===== src/rtl/noc_net_iface.sv =====
// noc_net_iface: CPU PIO word port <-> circulant-NoC packet port.
// Tx/rx FIFOs, registered router output, status word, sticky flags.

module noc_net_iface #(
  parameter int DEPTH  = 4,
  parameter int ID_W   = 4,
  parameter int DATA_W = 8
) (
  input  logic                   clk,
  input  logic                   rst_n,
  input  logic [ID_W-1:0]        router_name,
  input  logic [31:0]            cpu_tx,
  output logic [31:0]            cpu_rx,
  input  logic                   cpu_rx_ack,
  output logic [2*ID_W+DATA_W:0] to_r,
  input  logic                   r_accept,
  input  logic [2*ID_W+DATA_W:0] f_r
);

  localparam int AW = $clog2(DEPTH);
  localparam int PW = AW + 1;
  localparam int TW = 2*ID_W + DATA_W;
  localparam int RW = ID_W + DATA_W;

  logic          strb_q;
  logic [TW-1:0] txm_q [DEPTH];
  logic [RW-1:0] rxm_q [DEPTH];
  logic [PW-1:0] tx_wr_q, tx_rd_q;
  logic [PW-1:0] rx_wr_q, rx_rd_q;
  logic          ovf_q, ovf_d;
  logic          drop_q, drop_d;
  logic [TW:0]   to_r_q, to_r_d;

  logic          cmd, clr, enq;
  logic          tx_empty, tx_full;
  logic          tx_pop, tx_push, tx_lost;
  logic          rx_empty, rx_full, rx_hit;
  logic          rx_pop, rx_push, rx_lost;
  logic [PW-1:0] tx_cnt, tx_left;
  logic [PW-1:0] tx_rd_nx, tx_hd;
  logic [RW-1:0] rx_head;
  logic          unused_bits;

  assign unused_bits =
    ^{cpu_tx[29:24+ID_W], cpu_tx[23:DATA_W]};

  // Command decode from the strobe rising edge
  always_comb begin
    cmd = cpu_tx[31] & ~strb_q;
    clr = cmd & cpu_tx[30];
    enq = cmd & ~cpu_tx[30];
  end

  // FIFO status, push/pop qualification and loss detection
  always_comb begin
    tx_empty = (tx_wr_q == tx_rd_q);
    tx_full  = (tx_wr_q[AW] != tx_rd_q[AW])
            && (tx_wr_q[AW-1:0] == tx_rd_q[AW-1:0]);
    tx_pop   = r_accept & to_r_q[TW];
    tx_push  = enq & (~tx_full | tx_pop);
    tx_lost  = enq & tx_full & ~tx_pop;
    rx_empty = (rx_wr_q == rx_rd_q);
    rx_full  = (rx_wr_q[AW] != rx_rd_q[AW])
            && (rx_wr_q[AW-1:0] == rx_rd_q[AW-1:0]);
    rx_hit   = f_r[TW]
            & (f_r[TW-1 -: ID_W] == router_name);
    rx_pop   = cpu_rx_ack & ~rx_empty;
    rx_push  = rx_hit & (~rx_full | rx_pop);
    rx_lost  = rx_hit & rx_full & ~rx_pop;
  end

  // Next router word: head after this edge's pop, ignoring this edge's write
  always_comb begin
    tx_cnt   = tx_wr_q - tx_rd_q;
    tx_rd_nx = tx_rd_q + PW'(1);
    tx_hd    = tx_pop ? tx_rd_nx : tx_rd_q;
    tx_left  = tx_cnt - PW'(tx_pop);
    to_r_d   = '0;
    if (tx_left != '0)
      to_r_d = {1'b1, txm_q[tx_hd[AW-1:0]]};
  end

  // Sticky flags: a new error wins over a simultaneous clear
  always_comb begin
    ovf_d  = rx_lost | (ovf_q & ~clr);
    drop_d = tx_lost | (drop_q & ~clr);
  end

  // Control state: strobe history, pointers, flags, router output
  always_ff @(posedge clk or negedge rst_n) begin
    if (!rst_n) begin
      strb_q  <= 1'b1;
      tx_wr_q <= '0;
      tx_rd_q <= '0;
      rx_wr_q <= '0;
      rx_rd_q <= '0;
      ovf_q   <= 1'b0;
      drop_q  <= 1'b0;
      to_r_q  <= '0;
    end else begin
      strb_q <= cpu_tx[31];
      if (tx_push) tx_wr_q <= tx_wr_q + PW'(1);
      if (tx_pop)  tx_rd_q <= tx_rd_nx;
      if (rx_push) rx_wr_q <= rx_wr_q + PW'(1);
      if (rx_pop)  rx_rd_q <= rx_rd_q + PW'(1);
      ovf_q  <= ovf_d;
      drop_q <= drop_d;
      to_r_q <= to_r_d;
    end
  end

  // FIFO storage; validity is tracked by the pointers alone
  always_ff @(posedge clk) begin
    if (tx_push)
      txm_q[tx_wr_q[AW-1:0]] <= {cpu_tx[24 +: ID_W],
                                 router_name,
                                 cpu_tx[0 +: DATA_W]};
    if (rx_push)
      rxm_q[rx_wr_q[AW-1:0]] <= f_r[RW-1:0];
  end

  assign rx_head = rxm_q[rx_rd_q[AW-1:0]];

  // Status word built only from registered state
  always_comb begin
    cpu_rx     = '0;
    cpu_rx[31] = ~rx_empty;
    cpu_rx[30] = tx_full;
    cpu_rx[29] = ovf_q;
    cpu_rx[28] = drop_q;
    if (!rx_empty) begin
      cpu_rx[24 +: ID_W]  = rx_head[DATA_W +: ID_W];
      cpu_rx[0 +: DATA_W] = rx_head[0 +: DATA_W];
    end
  end

  assign to_r = to_r_q;

endmodule


===== config.mk =====
export PLATFORM = sky130hd
export DESIGN_NAME = noc_net_iface
export DESIGN_NICKNAME = d
export VERILOG_FILES = /design/src/rtl/noc_net_iface.sv
export SDC_FILE = /design/constraint.sdc
export NUM_CORES = 1
export LEC_CHECK = 0
export BUFFER_PORTS_ARGS = -buffer_cell sky130_fd_sc_hd__buf_4
export CORE_ASPECT_RATIO = 0.8
export CORE_UTILIZATION = 55
export CTS_BUF_LIST = sky130_fd_sc_hd__clkbuf_4 sky130_fd_sc_hd__clkbuf_8
export DETAILED_ROUTE_END_ITERATION = 7
export GPL_TIMING_DRIVEN = 0
export PLACE_DENSITY = 0.89
export SKIP_CTS_REPAIR_TIMING = 1
export SLEW_MARGIN = 0
export SYNTH_ARGS = -nofsm -noshare
export SYNTH_HDL_FRONTEND = slang
export SYNTH_SLANG_ARGS = --single-unit

===== constraint.sdc =====
create_clock -name clk -period 3.6 [get_ports clk]
set_clock_uncertainty 0.2 [all_clocks]
set_input_delay 0.72 -clock clk [delete_from_list [all_inputs] [get_ports clk]]
set_output_delay 0.72 -clock clk [all_outputs]
set_load 0.03 [all_outputs]

# ---- Word level (Yosys, flattened, before mapping)
# Memory sizes are Yosys's and may differ from the RTL's.
# Cells that the tools add are included.
dict set report totals {
  mem_bits_ro 0
  ramBits 112
  reg_bits 32
  output_inout_bits 49
  n_memories 2
  latch_bits 0
  input_bits 57
  elab_cells 60
}
# name depth width rd rd_ports_with_merged_regs wr line
set memory_table {}
lappend memory_table {txm_q 4 16 1 0 1 26} ;# logic [TW-1:0] txm_q [DEPTH];
lappend memory_table {rxm_q 4 12 1 0 1 27} ;# logic [RW-1:0] rxm_q [DEPTH];
dict set report classes {
  n_mul 0
  shifts 0
  n_eq_ne 6
  n_addsub 6
  order_cmp 0
  div_mod_pow 0
  n_bitwise 26
  mux 8
  n_reduce_logical 3
}
# op n
set ops {}
lappend ops {{two-way mux 17 bit} 1}
lappend ops {{bitwise AND 1 bit} 14}
lappend ops {{adder 3 x 1 -> 3 bit, second input constant} 4}
lappend ops {{two-way mux 8 bit} 1}
lappend ops {{NOT 1 bit} 8}
lappend ops {{equality test 2 bit} 2}
lappend ops {{equality test 4 bit} 1}
lappend ops {{two-way mux 1 bit} 4}
lappend ops {{two-way mux 4 bit} 1}
lappend ops {{bitwise OR 1 bit} 4}
lappend ops {{equality test 3 bit} 1}
lappend ops {{nonzero test 3 bit} 1}
lappend ops {{subtractor 3 x 1 -> 3 bit} 1}
lappend ops {{subtractor 3 bit} 1}
lappend ops {{logical AND 1 bit} 2}
lappend ops {{two-way mux 2 bit} 1}
lappend ops {{!= test 1 bit} 2}

# ---- Longest topological paths before layout
dict set report logic_depth {
  word_depth 7
  depth_mapped 11
}

# ---- Worst setup path before layout
# OpenSTA, ideal clock, no wires.
dict set report synth_timing {
  path_type {in2reg}
  from {input port r_accept}
  to {register to_r_q[10] (netlist: to_r[10])}
  path_buffers 1
  arrival_ps 3100
  required_time_ps 3273
  slack_ps 173
  setup_ps 127
  path_stages 11
  path_cell_list {and2_1 -> inv_1 -> fa_1 -> inv_1 -> ha_1 -> or2_2 -> fa_1 -> xor2_1 -> nor3_2 -> buf_2 -> a21oi_1}
}
dict set report synth_via {
  elab_chain_len 4
  elab_cells_between_ends 6
  cone_classes {1 x add/sub; 2 x mux; 1 x bitwise; 1 x reduce/logical; 1 x memory}
}
# item line
set synth_rtl {}
lappend synth_rtl {{from (decl)} 16} ;# input logic r_accept,
lappend synth_rtl {{bitwise AND 1 bit (*)} 59} ;# tx_pop = r_accept & to_r_q[TW];
lappend synth_rtl {{subtractor 3 x 1 -> 3 bit / two-way mux 2 bit (equally long branches)} --}
lappend synth_rtl {{nonzero test 3 bit / memory read (4 x 16 bit) (equally long branches)} --}
lappend synth_rtl {{two-way mux 17 bit (*)} 79} ;# if (tx_left != '0)
lappend synth_rtl {{via to_r_d[10]} 32} ;# logic [TW:0] to_r_q, to_r_d;
lappend synth_rtl {{to (signal assigned)} 108} ;# to_r_q <= to_r_d;
lappend synth_rtl {{to (decl)} 32}
# The timed path passes the listed nets; every way through them passes the cells marked *.
# A chain may end at the register's enable or synchronous reset.

# ---- Worst setup path after layout
dict set report layout_timing {
  from {register to_r_q[16] (netlist: to_r[16])}
  to {register to_r_q[6] (netlist: to_r[6])}
}
dict set report layout_via {
  elab_chain_len 4
  elab_cells_between_ends 6
  cone_classes {1 x add/sub; 2 x mux; 1 x bitwise; 1 x reduce/logical; 1 x memory}
}
# item line
set layout_rtl {}
lappend layout_rtl {{bitwise AND 1 bit (*)} 59}
lappend layout_rtl {{subtractor 3 x 1 -> 3 bit / two-way mux 2 bit (equally long branches)} --}
lappend layout_rtl {{nonzero test 3 bit / memory read (4 x 16 bit) (equally long branches)} --}
lappend layout_rtl {{two-way mux 17 bit (*)} 79}
lappend layout_rtl {{via to_r_d[6]} 32}
# Marked as above.

==> impl_metrics.env <==
export IMPL_run_status="complete, no violations"
export IMPL_detail_route_drc_violations=0
export IMPL_vdd_ir_drop_worst_mv=0.610
export IMPL_comb_power_share_pct=42.3
export IMPL_leakagePower_nw=2.71
export IMPL_internal_power_mw=3.93
export IMPL_rrSetupSlack_ns=0.26
export IMPL_setup_tns_ns=0
export IMPL_crit_path_end_kind="flop"
export IMPL_overflow=0
export IMPL_viasPerCell=5.38
export IMPL_core_area_um2=10200
export IMPL_hp_class="primary input to async pin"
export IMPL_finish_instance_area_um2=7000
export IMPL_floorplan_initialDensity_pct=56.5
export IMPL_clk_pwr_share_pct=22.4
export IMPL_clk_pin_slew_ns=0.07
export IMPL_critical_path_max_fanout=10
export IMPL_final_net_count=510
export IMPL_clockBufferDepth=2
export IMPL_synth_ff_type="sky130_fd_sc_hd__edfxtp_1"
export IMPL_worst_pin_slew_ns=1.08
export IMPL_firstDrtPassIters=4
export IMPL_clock_tree_from_tritoncts="built"
export IMPL_synth_area_top_cells="sky130_fd_sc_hd__edfxtp_1 58%, sky130_fd_sc_hd__dfrtp_1 13%, sky130_fd_sc_hd__mux4_2 5.1%"
export IMPL_detailroute_via_count=3179
export IMPL_share_of_final_layout_standard_cells_stronger_than_drive_strength_1_pct=33.9
export IMPL_cts_root_buffer_cell="sky130_fd_sc_hd__clkbuf_8"
export IMPL_grt_setup_unrepaired="no"
export IMPL_placed_cells=557
export IMPL_core_occupancy_in_the_finished_layout_pct=68.6
export IMPL_setup_slack_ns=0.260
export IMPL_die_height_um=93.5
export IMPL_global_route_usage_total_pct=21.7
export IMPL_setup_crit_start_kind="flop"
export IMPL_io_pins=106
export IMPL_flow_area_growth_from_synthesis_pct=21.5
export IMPL_arrival_ns=3.45
export IMPL_setup_worst_path_class="flop to flop"
export IMPL_finalHoldViolCount=0
export IMPL_synth_commonest_cells="112 x sky130_fd_sc_hd__edfxtp_1, 31 x sky130_fd_sc_hd__dfrtp_1, 30 x sky130_fd_sc_hd__a22oi_1"
export IMPL_die_area_um2=10900
export IMPL_grt_pass1_wl_um=16500
export IMPL_insertion_delay_ns=0.43
export IMPL_ys_async_sr_fraction_pct=22.2
export IMPL_sw_frac_of_total_pct=36.4
export IMPL_power_density_cell_area_nw_per_um2=883
export IMPL_number_of_global_route_vias_before_repair=3170
export IMPL_netSwitchingPower_mw=2.25
export IMPL_antenna_violations_before_repair=0
export IMPL_worst_rel_slew_slack_pct=27.6
export IMPL_globalplace_congestion=0.701
export IMPL_power_share_sequential_pct=35.3
export IMPL_initialDrtViolationCount=153
export IMPL_cts_sink_count=144
export IMPL_synth_cell_area_um2=5760
export IMPL_port_buffers=71
export IMPL_maxClockFrequency_ghz=0.299
export IMPL_area_leader_netlist="sky130_fd_sc_hd__edfxtp_1"
export IMPL_ff_to_ff_path_depth=12
export IMPL_crit_share_post_route_pct=92.8
export IMPL_netlist_instances=331
export IMPL_placement_rows=33
export IMPL_total_wire_length_after_detailed_routing_um=10800
export IMPL_die_width_um=116
export IMPL_finalCriticalPeriod_ns=3.34
export IMPL_synth_seq_area_share_pct=72.3
export IMPL_drv_slew=0
export IMPL_synth_most_common_cell="sky130_fd_sc_hd__edfxtp_1"
export IMPL_ffs_latches_synth=144
export IMPL_post_drt_wl_per_cell_um=18.3
export IMPL_req_time_crit_path_ns=3.71
export IMPL_yosys_warnings=0
export IMPL_final_antenna_net_count=0
export IMPL_tot_pwr_mw=6.18
export IMPL_layout_cells_non_filler=591
export IMPL_dpl_cell_area_um2=6530
export IMPL_finalSetupViolations=0
export IMPL_place_hpwl_um=6910
export IMPL_fin_worst_hold_slack_ns=0.0178
export IMPL_synthesis_area_per_instance_um2=17.4
export IMPL_edff_count_synth=112
export IMPL_drv_max_cap_violation_count=0
export IMPL_cts_made_buffers=17
export IMPL_pre_cts_slack_ns=-0.398
export IMPL_grt_start_max_net_pins=33
export IMPL_synth_cell_types=44
export IMPL_synthDominantCellAreaShare_pct=58.4
export IMPL_htree_num_levels=4
export IMPL_n_antenna_cell=0
-- final timing paths --
check | endpoint | from
min in group clk | strb_q$_DFF_PN1_ | cpu_tx[31]
max reg2reg | to_r[6]$_DFF_PN0_ | to_r[16]$_DFF_PN0_
min | to_r[14]$_DFF_PN0_ | rst_n
max | to_r[6]$_DFF_PN0_ | to_r[16]$_DFF_PN0_
min reg2reg | rx_rd_q[2]$_DFFE_PN0P_ | rx_rd_q[2]$_DFFE_PN0P_
max in group asynchronous | strb_q$_DFF_PN1_ | rst_n
-- cell type report --
| type | instances | area (µm²) |
|---|---|---|
| inverter | 11 | 41.3 |
| tap | 140 | 175 |
| buffer | 30 | 198 |
| clock inverter | 11 | 161 |
| fill | 670 | 3200 |
| clock buffer | 21 | 277 |
| timing repair buffer | 73 | 561 |
| sequential | 144 | 4170 |
| multi-input combinational | 161 | 1420 |
-- layer usage --
| layer | global-route usage (%) | routed length [µm] | vias up |
|---|---|---|---|
| met2 | 35.4 | 5640 | 124 |
| met3 | 5.38 | 687 | 6 |
| met5 | 0 | 0 | - |
| met4 | 9.94 | 87 | 0 |
| li1 | - | - | 1432 |
| met1 | 27.5 | 4370 | 1617 |
-- cell families after synthesis --
family	count (synthesis)	synth area share [%]
adders and majority gates	15	3.52
and+or+nand+nor	44	5.30
muxes	15	5.54
DFF	144	72.3
xor gates and xnor gates	16	2.43
AOI/OAI and AO/OA	55	6.71
other	1	0.0651
buffers and inverters	41	4.15
-- power groups by stage --
| stage | clock [mW] | combinational [mW] | sequential [mW] |
|---|---|---|---|
| global placement | 0 | 2.37 | 2.20 |
| finish | 1.38 | 2.62 | 2.18 |
| global route | 1.47 | 2.86 | 2.20 |
| floorplan | 0 | 1.54 | 2.36 |
| detailed placement | 0 | 2.45 | 2.22 |
| CTS | 1.40 | 2.47 | 2.19 |
-- critical path, cell delays in order (launching register included) --
cell                      delay (ns)
sky130_fd_sc_hd__dfrtp_1        0.41
sky130_fd_sc_hd__and2_1         0.19
sky130_fd_sc_hd__inv_1          0.10
sky130_fd_sc_hd__fa_1           0.51
sky130_fd_sc_hd__inv_1          0.05
sky130_fd_sc_hd__ha_1           0.16
sky130_fd_sc_hd__or2_2          0.30
sky130_fd_sc_hd__fa_1           0.38
sky130_fd_sc_hd__xor2_1         0.19
sky130_fd_sc_hd__nor3_4         0.24
sky130_fd_sc_hd__buf_12         0.15
sky130_fd_sc_hd__buf_2          0.25
sky130_fd_sc_hd__a21oi_1        0.08
-- flip-flops by register name, summed over array words and instances (netlist names) --
name     flops
rx_wr_q      3
drop_q       1
tx_wr_q      3
to_r        17
rx_rd_q      3
tx_rd_q      3
ovf_q        1
rxm_q       48
strb_q       1
txm_q       64
-- layout by cell type (no fill, tap or decap), types with 3 or more instances in the layout --
cell	count
sky130_fd_sc_hd__a21oi_1	16
sky130_fd_sc_hd__clkbuf_8	19
sky130_fd_sc_hd__nor2b_1	16
sky130_fd_sc_hd__dfrtp_1	31
sky130_fd_sc_hd__edfxtp_1	112
sky130_fd_sc_hd__xnor2_1	8
sky130_fd_sc_hd__clkbuf_1	4
sky130_fd_sc_hd__inv_1	10
sky130_fd_sc_hd__xor2_1	8
sky130_fd_sc_hd__and2_1	7
sky130_fd_sc_hd__buf_4	93
sky130_fd_sc_hd__nand2b_1	3
sky130_fd_sc_hd__ha_1	13
sky130_fd_sc_hd__conb_1	16
sky130_fd_sc_hd__mux4_2	13
sky130_fd_sc_hd__nand2_1	4
sky130_fd_sc_hd__bufinv_16	4
sky130_fd_sc_hd__a22oi_1	30
sky130_fd_sc_hd__buf_2	5
No activity file was read; power rests on OpenSTA's default activity.
